===== src/rtl/tribuf_pkg.sv =====
// Shared definitions for the triple-buffer controller.
// Holds the role-mapping select codes, buffer index encodings, the dummy
// requester constants and the helpers that map (writer, reader) indices to a
// select code and flag unreachable index pairs.
package tribuf_pkg;

  // Select codes: A (writer), B (reader), D (dummy) onto controllers X/Y/Z.
  localparam logic [2:0] SelAxByDz = 3'b000;
  localparam logic [2:0] SelAxBzDy = 3'b001;
  localparam logic [2:0] SelAyBxDz = 3'b010;
  localparam logic [2:0] SelAyBzDx = 3'b011;
  localparam logic [2:0] SelAzBxDy = 3'b100;
  localparam logic [2:0] SelAzByDx = 3'b101;

  // Buffer / controller indices.
  localparam logic [1:0] IdxX = 2'd0;
  localparam logic [1:0] IdxY = 2'd1;
  localparam logic [1:0] IdxZ = 2'd2;

  // The dummy requester never starts a transaction (start is active low).
  localparam logic DummyStart = 1'b1;
  localparam logic DummyRw    = 1'b0;

  function automatic logic [2:0] idx_to_select(input logic [1:0] w, input logic [1:0] r);
    logic [2:0] sel;
    sel = SelAxByDz;
    case ({w, r})
      {IdxX, IdxY}: sel = SelAxByDz;
      {IdxX, IdxZ}: sel = SelAxBzDy;
      {IdxY, IdxX}: sel = SelAyBxDz;
      {IdxY, IdxZ}: sel = SelAyBzDx;
      {IdxZ, IdxX}: sel = SelAzBxDy;
      {IdxZ, IdxY}: sel = SelAzByDx;
      default:      sel = SelAxByDz;
    endcase
    return sel;
  endfunction

  function automatic logic is_illegal(input logic [1:0] w, input logic [1:0] r);
    return (w == r) || (w == 2'd3) || (r == 2'd3);
  endfunction

endpackage


===== src/rtl/tribuf_route.sv =====
// Combinational router for the triple-buffer controller.
// Ports: select (role code); A/B request buses in; X/Y/Z request buses out;
// X/Y/Z ready and read data in; ready_a/ready_b and data_t out.
module tribuf_route
  import tribuf_pkg::*;
#(
  parameter int unsigned ADDR_W = 16,
  parameter int unsigned DATA_W = 16
) (
  input  logic [2:0]        select,
  input  logic [ADDR_W-1:0] addr_a,
  input  logic [DATA_W-1:0] data_a,
  input  logic              start_a,
  input  logic              rw_a,
  input  logic [ADDR_W-1:0] addr_b,
  input  logic [DATA_W-1:0] data_b,
  input  logic              start_b,
  input  logic              rw_b,
  output logic [ADDR_W-1:0] addr_x,
  output logic [DATA_W-1:0] data_x,
  output logic              start_x,
  output logic              rw_x,
  output logic [ADDR_W-1:0] addr_y,
  output logic [DATA_W-1:0] data_y,
  output logic              start_y,
  output logic              rw_y,
  output logic [ADDR_W-1:0] addr_z,
  output logic [DATA_W-1:0] data_z,
  output logic              start_z,
  output logic              rw_z,
  input  logic [DATA_W-1:0] rdata_x,
  input  logic [DATA_W-1:0] rdata_y,
  input  logic [DATA_W-1:0] rdata_z,
  input  logic              ready_x,
  input  logic              ready_y,
  input  logic              ready_z,
  output logic              ready_a,
  output logic              ready_b,
  output logic [DATA_W-1:0] data_t
);

  logic [1:0] a_idx, b_idx;

  // Unused codes fall back to the reset mapping.
  always_comb begin
    a_idx = IdxX;
    b_idx = IdxY;
    case (select)
      SelAxBzDy: begin a_idx = IdxX; b_idx = IdxZ; end
      SelAyBxDz: begin a_idx = IdxY; b_idx = IdxX; end
      SelAyBzDx: begin a_idx = IdxY; b_idx = IdxZ; end
      SelAzBxDy: begin a_idx = IdxZ; b_idx = IdxX; end
      SelAzByDx: begin a_idx = IdxZ; b_idx = IdxY; end
      default:   begin a_idx = IdxX; b_idx = IdxY; end
    endcase
  end

  logic [ADDR_W-1:0] addr_m  [3];
  logic [DATA_W-1:0] data_m  [3];
  logic              start_m [3];
  logic              rw_m    [3];

  always_comb begin
    for (int k = 0; k < 3; k++) begin
      addr_m[k]  = '0;
      data_m[k]  = '0;
      start_m[k] = DummyStart;
      rw_m[k]    = DummyRw;
      if (a_idx == 2'(k)) begin
        addr_m[k]  = addr_a;
        data_m[k]  = data_a;
        start_m[k] = start_a;
        rw_m[k]    = rw_a;
      end else if (b_idx == 2'(k)) begin
        addr_m[k]  = addr_b;
        data_m[k]  = data_b;
        start_m[k] = start_b;
        rw_m[k]    = rw_b;
      end
    end
  end

  assign addr_x  = addr_m[0];
  assign data_x  = data_m[0];
  assign start_x = start_m[0];
  assign rw_x    = rw_m[0];
  assign addr_y  = addr_m[1];
  assign data_y  = data_m[1];
  assign start_y = start_m[1];
  assign rw_y    = rw_m[1];
  assign addr_z  = addr_m[2];
  assign data_z  = data_m[2];
  assign start_z = start_m[2];
  assign rw_z    = rw_m[2];

  always_comb begin
    case (a_idx)
      IdxY:    ready_a = ready_y;
      IdxZ:    ready_a = ready_z;
      default: ready_a = ready_x;
    endcase
  end

  always_comb begin
    case (b_idx)
      IdxX:    begin ready_b = ready_x; data_t = rdata_x; end
      IdxZ:    begin ready_b = ready_z; data_t = rdata_z; end
      default: begin ready_b = ready_y; data_t = rdata_y; end
    endcase
  end

endmodule


===== src/rtl/tribuf_ctrl.sv =====
// Triple-buffer controller top.
// Rotates writer/reader/idle buffer roles on frame_done pulses so the reader
// always picks up the newest complete frame; routes the writer (A), reader (B)
// and an idle dummy onto controllers X/Y/Z through tribuf_route.
// Ports: clk, rst (async, active high); A and B request buses with
// frame_done_a/b pulses; X/Y/Z request/response buses; ready_a, ready_b,
// data_t; select (role code), fresh (idle buffer newer than reader's),
// dropped (saturating count of overwritten unread frames).
module tribuf_ctrl
  import tribuf_pkg::*;
#(
  parameter int unsigned ADDR_W = 16,
  parameter int unsigned DATA_W = 16,
  parameter int unsigned CNT_W  = 8
) (
  input  logic              clk,
  input  logic              rst,
  input  logic [ADDR_W-1:0] addr_a,
  input  logic [DATA_W-1:0] data_a,
  input  logic              start_a,
  input  logic              rw_a,
  input  logic              frame_done_a,
  output logic              ready_a,
  input  logic [ADDR_W-1:0] addr_b,
  input  logic [DATA_W-1:0] data_b,
  input  logic              start_b,
  input  logic              rw_b,
  input  logic              frame_done_b,
  output logic              ready_b,
  output logic [DATA_W-1:0] data_t,
  output logic [ADDR_W-1:0] addr_x,
  output logic [DATA_W-1:0] data_x,
  output logic              start_x,
  output logic              rw_x,
  output logic [ADDR_W-1:0] addr_y,
  output logic [DATA_W-1:0] data_y,
  output logic              start_y,
  output logic              rw_y,
  output logic [ADDR_W-1:0] addr_z,
  output logic [DATA_W-1:0] data_z,
  output logic              start_z,
  output logic              rw_z,
  input  logic [DATA_W-1:0] rdata_x,
  input  logic [DATA_W-1:0] rdata_y,
  input  logic [DATA_W-1:0] rdata_z,
  input  logic              ready_x,
  input  logic              ready_y,
  input  logic              ready_z,
  output logic [2:0]        select,
  output logic              fresh,
  output logic [CNT_W-1:0]  dropped
);

  logic [1:0]       w_idx_q, w_idx_d;
  logic [1:0]       r_idx_q, r_idx_d;
  logic [1:0]       i_idx;
  logic             fresh_q, fresh_d;
  logic [CNT_W-1:0] dropped_q, dropped_d;

  // Indices are a permutation of {0,1,2}, so the idle one is the remainder.
  assign i_idx = 2'd3 - w_idx_q - r_idx_q;

  always_comb begin
    w_idx_d   = w_idx_q;
    r_idx_d   = r_idx_q;
    fresh_d   = fresh_q;
    dropped_d = dropped_q;
    if (is_illegal(w_idx_q, r_idx_q)) begin
      w_idx_d = IdxX;
      r_idx_d = IdxY;
      fresh_d = 1'b0;
    end else begin
      case ({frame_done_a, frame_done_b})
        2'b10: begin
          w_idx_d = i_idx;
          fresh_d = 1'b1;
          // Idle buffer already held an unread frame: it is being overwritten.
          if (fresh_q && (dropped_q != '1)) begin
            dropped_d = dropped_q + {{(CNT_W-1){1'b0}}, 1'b1};
          end
        end
        2'b01: begin
          if (fresh_q) begin
            r_idx_d = i_idx;
            fresh_d = 1'b0;
          end
        end
        2'b11: begin
          // Just-completed frame goes straight to the reader.
          w_idx_d = i_idx;
          r_idx_d = w_idx_q;
          fresh_d = 1'b0;
        end
        default: ;
      endcase
    end
  end

  always_ff @(posedge clk or posedge rst) begin
    if (rst) begin
      w_idx_q   <= IdxX;
      r_idx_q   <= IdxY;
      fresh_q   <= 1'b0;
      dropped_q <= '0;
    end else begin
      w_idx_q   <= w_idx_d;
      r_idx_q   <= r_idx_d;
      fresh_q   <= fresh_d;
      dropped_q <= dropped_d;
    end
  end

  assign select  = idx_to_select(w_idx_q, r_idx_q);
  assign fresh   = fresh_q;
  assign dropped = dropped_q;

  tribuf_route #(
    .ADDR_W (ADDR_W),
    .DATA_W (DATA_W)
  ) u_route (
    .select  (select),
    .addr_a  (addr_a),
    .data_a  (data_a),
    .start_a (start_a),
    .rw_a    (rw_a),
    .addr_b  (addr_b),
    .data_b  (data_b),
    .start_b (start_b),
    .rw_b    (rw_b),
    .addr_x  (addr_x),
    .data_x  (data_x),
    .start_x (start_x),
    .rw_x    (rw_x),
    .addr_y  (addr_y),
    .data_y  (data_y),
    .start_y (start_y),
    .rw_y    (rw_y),
    .addr_z  (addr_z),
    .data_z  (data_z),
    .start_z (start_z),
    .rw_z    (rw_z),
    .rdata_x (rdata_x),
    .rdata_y (rdata_y),
    .rdata_z (rdata_z),
    .ready_x (ready_x),
    .ready_y (ready_y),
    .ready_z (ready_z),
    .ready_a (ready_a),
    .ready_b (ready_b),
    .data_t  (data_t)
  );

endmodule


===== config.mk =====
export PLATFORM = sky130hd
export DESIGN_NAME = tribuf_ctrl
export DESIGN_NICKNAME = d
export VERILOG_FILES = /design/src/rtl/tribuf_pkg.sv /design/src/rtl/tribuf_route.sv /design/src/rtl/tribuf_ctrl.sv
export SDC_FILE = /design/constraint.sdc
export NUM_CORES = 1
export LEC_CHECK = 0
export CELL_PAD_IN_SITES_DETAIL_PLACEMENT = 0
export CELL_PAD_IN_SITES_GLOBAL_PLACEMENT = 1
export CORE_MARGIN = 1.5
export CORE_UTILIZATION = 17
export DETAILED_ROUTE_END_ITERATION = 12
export PLACE_DENSITY_LB_ADDON = 0.1
export SYNTH_ARGS = -nofsm -noshare
export SYNTH_HDL_FRONTEND = slang
export SYNTH_SLANG_ARGS = --single-unit

===== constraint.sdc =====
create_clock -name clk -period 3.4 [get_ports clk]
set_clock_uncertainty 0.15 [all_clocks]
set_input_delay 0.68 -clock clk [delete_from_list [all_inputs] [get_ports clk]]
set_output_delay 0.68 -clock clk [all_outputs]
set_load 0.01 [all_outputs]

=== Yosys cells after proc, flatten, opt, wreduce, memory -nomap -nowiden ===
Index checks and enable logic that the tools add are counted.
Widths: inputs -> output; s select.

* Add/sub/neg operators: 3
* Equality and inequality tests: 22
* Mux-type cells: 37
* Bitwise operators: 1
* Reduce and logical (&&, ||, !) cells: 16

{| class="wikitable"
|+ Operator list
! operator !! number
|-
| $mux 16 || 12
|-
| $pmux 16 s2 || 1
|-
| $pmux 3 s5 || 1
|-
| $mux 1 || 13
|-
| $eq 2x2->1 const B || 6
|-
| $pmux 2 s2 || 3
|-
| $reduce_or 2->1 || 6
|-
| $add 8x1->8 const B || 1
|-
| $eq 4x3->1 const B || 2
|-
| $eq 4x4->1 const B || 2
|-
| $mux 2 || 4
|-
| $ne 8x8->1 const B || 1
|-
| $eq 2x1->1 const B || 3
|-
| $eq 3x2->1 const B || 2
|-
| $eq 3x3->1 const B || 2
|-
| $pmux 1 s2 || 3
|-
| $reduce_bool 3->1 || 2
|-
| $eq 4x2->1 const B || 1
|-
| $logic_not 2->1 || 2
|-
| $eq 3x1->1 const B || 1
|-
| $ne 3x3->1 const B || 1
|-
| $reduce_and 3->1 || 1
|-
| $eq 2x2->1 || 1
|-
| $logic_or 1x1->1 || 2
|-
| 6 further kinds || 6
|}

* Register bits: 13
* Input bits: 123
* Output and inout bits: 132
* Logic and storage cells: 83

=== Longest topological paths before layout ===
* Depth after elaboration: 8
* Depth in mapped cells: 9
* Depth with buffers taken out: 6

=== By module ===
From an unflattened synthesis, not the netlist that was laid out.

* Cells, all modules: 568
* Area, all modules: 3,326.9 sq um

{| class="wikitable"
|+ Modules (own cells, without submodules)
! module !! times used !! cells an instance !! area each (sq um)
|-
| tribuf_route || 1 || 489 || 2,577.5
|-
| tribuf_ctrl || 1 || 79 || 749.5
|}

=== Least setup slack after synthesis ===
OpenSTA, ideal clock, no wires.

* Path type: reg2out
* From: reg r_idx_q[1]
* To: out addr_y[10]
* Arrival: 2.101 ns
* Setup slack: 0.469 ns
* Stages on the path, launching flop included: 9
* Path buffers: 3
* Path through: dfrtp_1 buf_2 nor3_1 inv_1 ha_1 clkbuf_1 nor3_4 buf_2 a22o_1

* Word-level cells in the longest chain between the ends: 8

{| class="wikitable"
|+ RTL lines
! item !! RTL line !! source
|-
| start, declared || tribuf_ctrl.sv:55 || <nowiki>logic [1:0] r_idx_q, r_idx_d;</nowiki>
|-
| start signal, assigned || tribuf_ctrl.sv:102 || <nowiki>r_idx_q <= IdxY;</nowiki>
|-
| start signal, assigned || tribuf_ctrl.sv:107 || <nowiki>r_idx_q <= r_idx_d;</nowiki>
|-
| $eq 4x4->1 (tied with other cells) || tribuf_pkg.sv:27 || <nowiki>case ({w, r})</nowiki>
|-
| $pmux 3 s5 * || tribuf_pkg.sv:27 ||
|-
| named net select[2] || tribuf_ctrl.sv:49 || <nowiki>output logic [2:0] select,</nowiki>
|-
| $eq 3x2->1 (tied with other cells) || tribuf_route.sv:48 || <nowiki>case (select)</nowiki>
|-
| $reduce_or 2->1 (no line) || -- ||
|-
| $pmux 2 s2 || tribuf_route.sv:48 ||
|-
| $eq 2x1->1 || tribuf_route.sv:74 || <nowiki>end else if (b_idx == 2'(k)) begin</nowiki>
|-
| $mux 16 || tribuf_route.sv:74 ||
|-
| $mux 16 * || tribuf_route.sv:69 || <nowiki>if (a_idx == 2'(k)) begin</nowiki>
|-
| end, declared || tribuf_ctrl.sv:35 || <nowiki>output logic [ADDR_W-1:0] addr_y,</nowiki>
|}

Mark *: on every way through the listed nets, which the timed path passes. The rest lies on a longest branch.

=== Final worst setup path ===
* From: reg w_idx_q[1]
* To: out data_y[9]

* Word-level cells in the longest chain between the ends: 8

{| class="wikitable"
|+ RTL lines
! item !! RTL line !! source
|-
| start, declared || tribuf_ctrl.sv:54 || <nowiki>logic [1:0] w_idx_q, w_idx_d;</nowiki>
|-
| start signal, assigned || tribuf_ctrl.sv:101 || <nowiki>w_idx_q <= IdxX;</nowiki>
|-
| start signal, assigned || tribuf_ctrl.sv:106 || <nowiki>w_idx_q <= w_idx_d;</nowiki>
|-
| $eq 4x4->1 (tied with other cells) || tribuf_pkg.sv:27 ||
|-
| $pmux 3 s5 * || tribuf_pkg.sv:27 ||
|-
| $eq 3x2->1 (tied with other cells) || tribuf_route.sv:48 ||
|-
| $reduce_or 2->1 (no line) || -- ||
|-
| $pmux 2 s2 || tribuf_route.sv:48 ||
|-
| $eq 2x1->1 || tribuf_route.sv:74 ||
|-
| $mux 16 || tribuf_route.sv:74 ||
|-
| $mux 16 * || tribuf_route.sv:69 ||
|-
| end, declared || tribuf_ctrl.sv:36 || <nowiki>output logic [DATA_W-1:0] data_y,</nowiki>
|}

Mark *: on every way between the ends. The rest lies on a longest branch, timed or not.

==> reports/metrics.yaml <==
placed_design:
  place_inst: 829
  dp_hpwl_um: 10500
  portBuffers: 254
  dpl_cell_area_mm2: 0.00526
  finalWeightedCongestion: 0.807
  post-place-ws_ns: 0.316
die:
  fp.dieArea_mm2: 0.0152
  fp.dieH_um: 123
  die_w_um: 123
  start_util: 0.176
  core_area_mm2: 0.0140
  io_pins: 255
  num_rows: 43
logic_synthesis:
  synth.most_common_cell: "nand2_1"
  async_flop_share: 1.00
  synth_top_family_by_area: "compound AO/OA/AOI/OAI gates"
  synth_flop_cell: "dfrtp_1"
  synth_common_cells: "nand2_1, o21ai_0, a22o_1"
  syn_inst: 417
  synthXorXnorAreaFrac: 0.0320
  synth-simple-area-share: 0.356
  synthMuxAreaShare: 0.00915
  synth_area_per_cell_um2: 5.90
  synth-compound-area-share: 0.357
  synth_top_area_cell: "nand2_1"
  syn_area_mm2: 0.00246
  synthAdderAreaFrac: 0.0254
  syn-num-nets: 545
  synth_warnings: 0
  synth-edff-count: 0
  yosys-top-cells-area: "nand2_1, o21ai_0, dfrtp_1, a22o_1, a22oi_1"
  synth.top_cell.area_share: 0.261
  synth-seq-cells: 13
  yosysSeqAreaShare: 0.133
  synth_cell_types: 35
detailed_routing:
  final_antenna_net_count: 0
  routedWlPerCell_um: 16.2
  vias_per_cell: 4.60
  wl_um: 13600
  vias: 3863
  drt-initial-drc-count: 216
  firstDrtPassIters: 4
  drc: 0
timing:
  tightest_slew_ns: 0.602
  slew_headroom: 0.599
  fin_crit_sh: 0.978
  setup_viol: 0
  layout_setup_ws_ns: 0.0743
  grt_setup_unrepaired: "true"
  fin_crit_ns: 3.33
  tns_ns: 0
  hold_violations: 0
  drv_slew: 0
  fmax_ghz: 0.301
critical_path:
  path_buf_inv: 5
  crit_type: "reg2out"
  crit_fanout: 14
  critical_path.top_delay_family: "buffers and inverters"
  cp_data_arrival_time_ns: 2.50
  cp-end-kind: "output pin"
  critPathLaunchType: "flip-flop"
  rrSetupSlack_ns: 0.98
  critPathSlowestCell: "clkdlybuf4s50_1"
  r2r_start: "w_idx_q[0]"
  cpMostUsedCell: "buf_4"
  crit_required_ns: 2.57
  slowest_delay_ns: 0.56
  crit_chain: "buf_4, xnor2_1, nor3_4, buf_4, nor3_4, buf_4, buf_12, a22o_1, clkdlybuf4s50_1"
  reg2regPathDepth: 5
  r2r-end: "dropped[1]"
outcome:
  status: "finished, final reports clean"
power:
  p_leak_nw: 2.21
  powerDensity_mw_per_mm2: 650
  ir_drop_v: 0.000333
clock_network:
  cts-root-buf: "clkbuf_16"
  cts.clk_slew.worst_paths_ns: 0.05
  cts_sinks: 13
  numCtsBuffers: 3
  cts_tree: "yes"
  cts.path.max_buffers: 2
  postCtsHoldBufs: 0
  clock_latency_ns: 0.24
  cts_max_level: 1
min_path:
  hold_end: "dropped[7]"
  min-delay-path-class: "reg2reg"
  worstHoldStart: "dropped[7]"
  whs_path_depth: 1
global_routing:
  gr-total-overflow: 0
  antenna_found_initial: 0
  grt_pass1_vias: 3537
  grt_pass1_wl_um: 19300
  grt_use_total: 0.160
  grt_max_degree: 50
finish:
  num_antenna_cells: 0
  layout-drive-gt1-share: 0.0653
  instances_no_fill: 839
  finalNetCount: 788
  post-route-util: 0.387
  stdcell_area_mm2: 0.00542
  syn_to_final_growth_pct: 120
run:
  drv_cap: 0
report_power, final:
part           total, mW  leakage (nW)  internal, mW  switching, mW
combinational       3.04          2.00          1.59           1.45
clock              0.221        0.0409         0.156         0.0647
sequential         0.261         0.166         0.201         0.0593
total               3.52          2.21          1.95           1.58
routing by layer:
metal,global-route usage,up-vias,part of all wire
met4,0.0438,0,0.023
met1,0.192,1736,0.39
met5,0,-,0
met2,0.288,189,0.49
met3,0.0351,18,0.096
li1,-,1920,-
cell type report:
class / instances / area (um^2)
fill: 1466 / 8570
timing repair buffer: 277 / 2810
multi-input combinational: 355 / 1930
sequential: 13 / 327
tap: 180 / 225
clock buffer: 3 / 75.1
inverter: 10 / 38.8
clock inverter: 1 / 5.00
cells by family after synthesis:
logic type / count (synthesis)
DFF: 13
xor gates and xnor gates: 9
buffers and inverters: 49
and+or+nand+nor: 204
AOI/OAI and AO/OA: 135
adders and majority gates: 5
muxes: 2
timing repair:
| action | in CTS | in global routing |
|---|---|---|
| buffers inserted | 0 | 5 |
| resized for setup | 0 | 3 |
| endpoints found under the setup margin | 0 | 42 |
metrics by stage:
stage / hold WS (ns) / power, mW
floorplan: 0.372 / 1.62
global placement: 0.336 / 3.22
detailed placement: 0.339 / 3.23
CTS: 0.345 / 3.47
global route: 0.370 / 3.82
finish: 0.340 / 3.52
flip-flops by register name, summed over array words and instances, names as in the netlist:
signal	flops
fresh	1
w_idx_q	2
dropped	8
r_idx_q	2
cell usage in the layout (no fill, tap or decap), drive strengths merged, types with 3 or more instances in the layout:
cell type        n
xnor2            3
buf             22
nand3            3
dfrtp           12
inv              9
nand2          171
o21ai           71
xor2             6
clkdlybuf4s50  253
clkbuf           4
a22oi           21
a22o            34
nor3            10
nor2            12
ha               5
worst max-delay path by stage:
stage	startpoint	slack, ns	cells after the start	endpoint
after global routing	w_idx_q[1]	-0.03	8	addr_x[10]
final	w_idx_q[1]	0.07	9	data_y[9]
after CTS	w_idx_q[1]	0.05	7	data_x[14]
after detailed placement	w_idx_q[1]	0.32	7	data_x[14]
after floorplan	r_idx_q[1]	0.47	8	addr_y[10]
after global placement	w_idx_q[1]	0.32	7	addr_x[10]
worst register-to-register path, delay by kind of cell (launching register included):
| kind | cells | cell delay (ns) |
|---|---|---|
| compound gates | 2 | 0.61 |
| simple gates | 1 | 0.33 |
| flops | 1 | 0.47 |
| fa+ha+maj | 1 | 0.39 |
| mux | 1 | 0.36 |
Note: power is estimated with default switching activity, not from simulation.
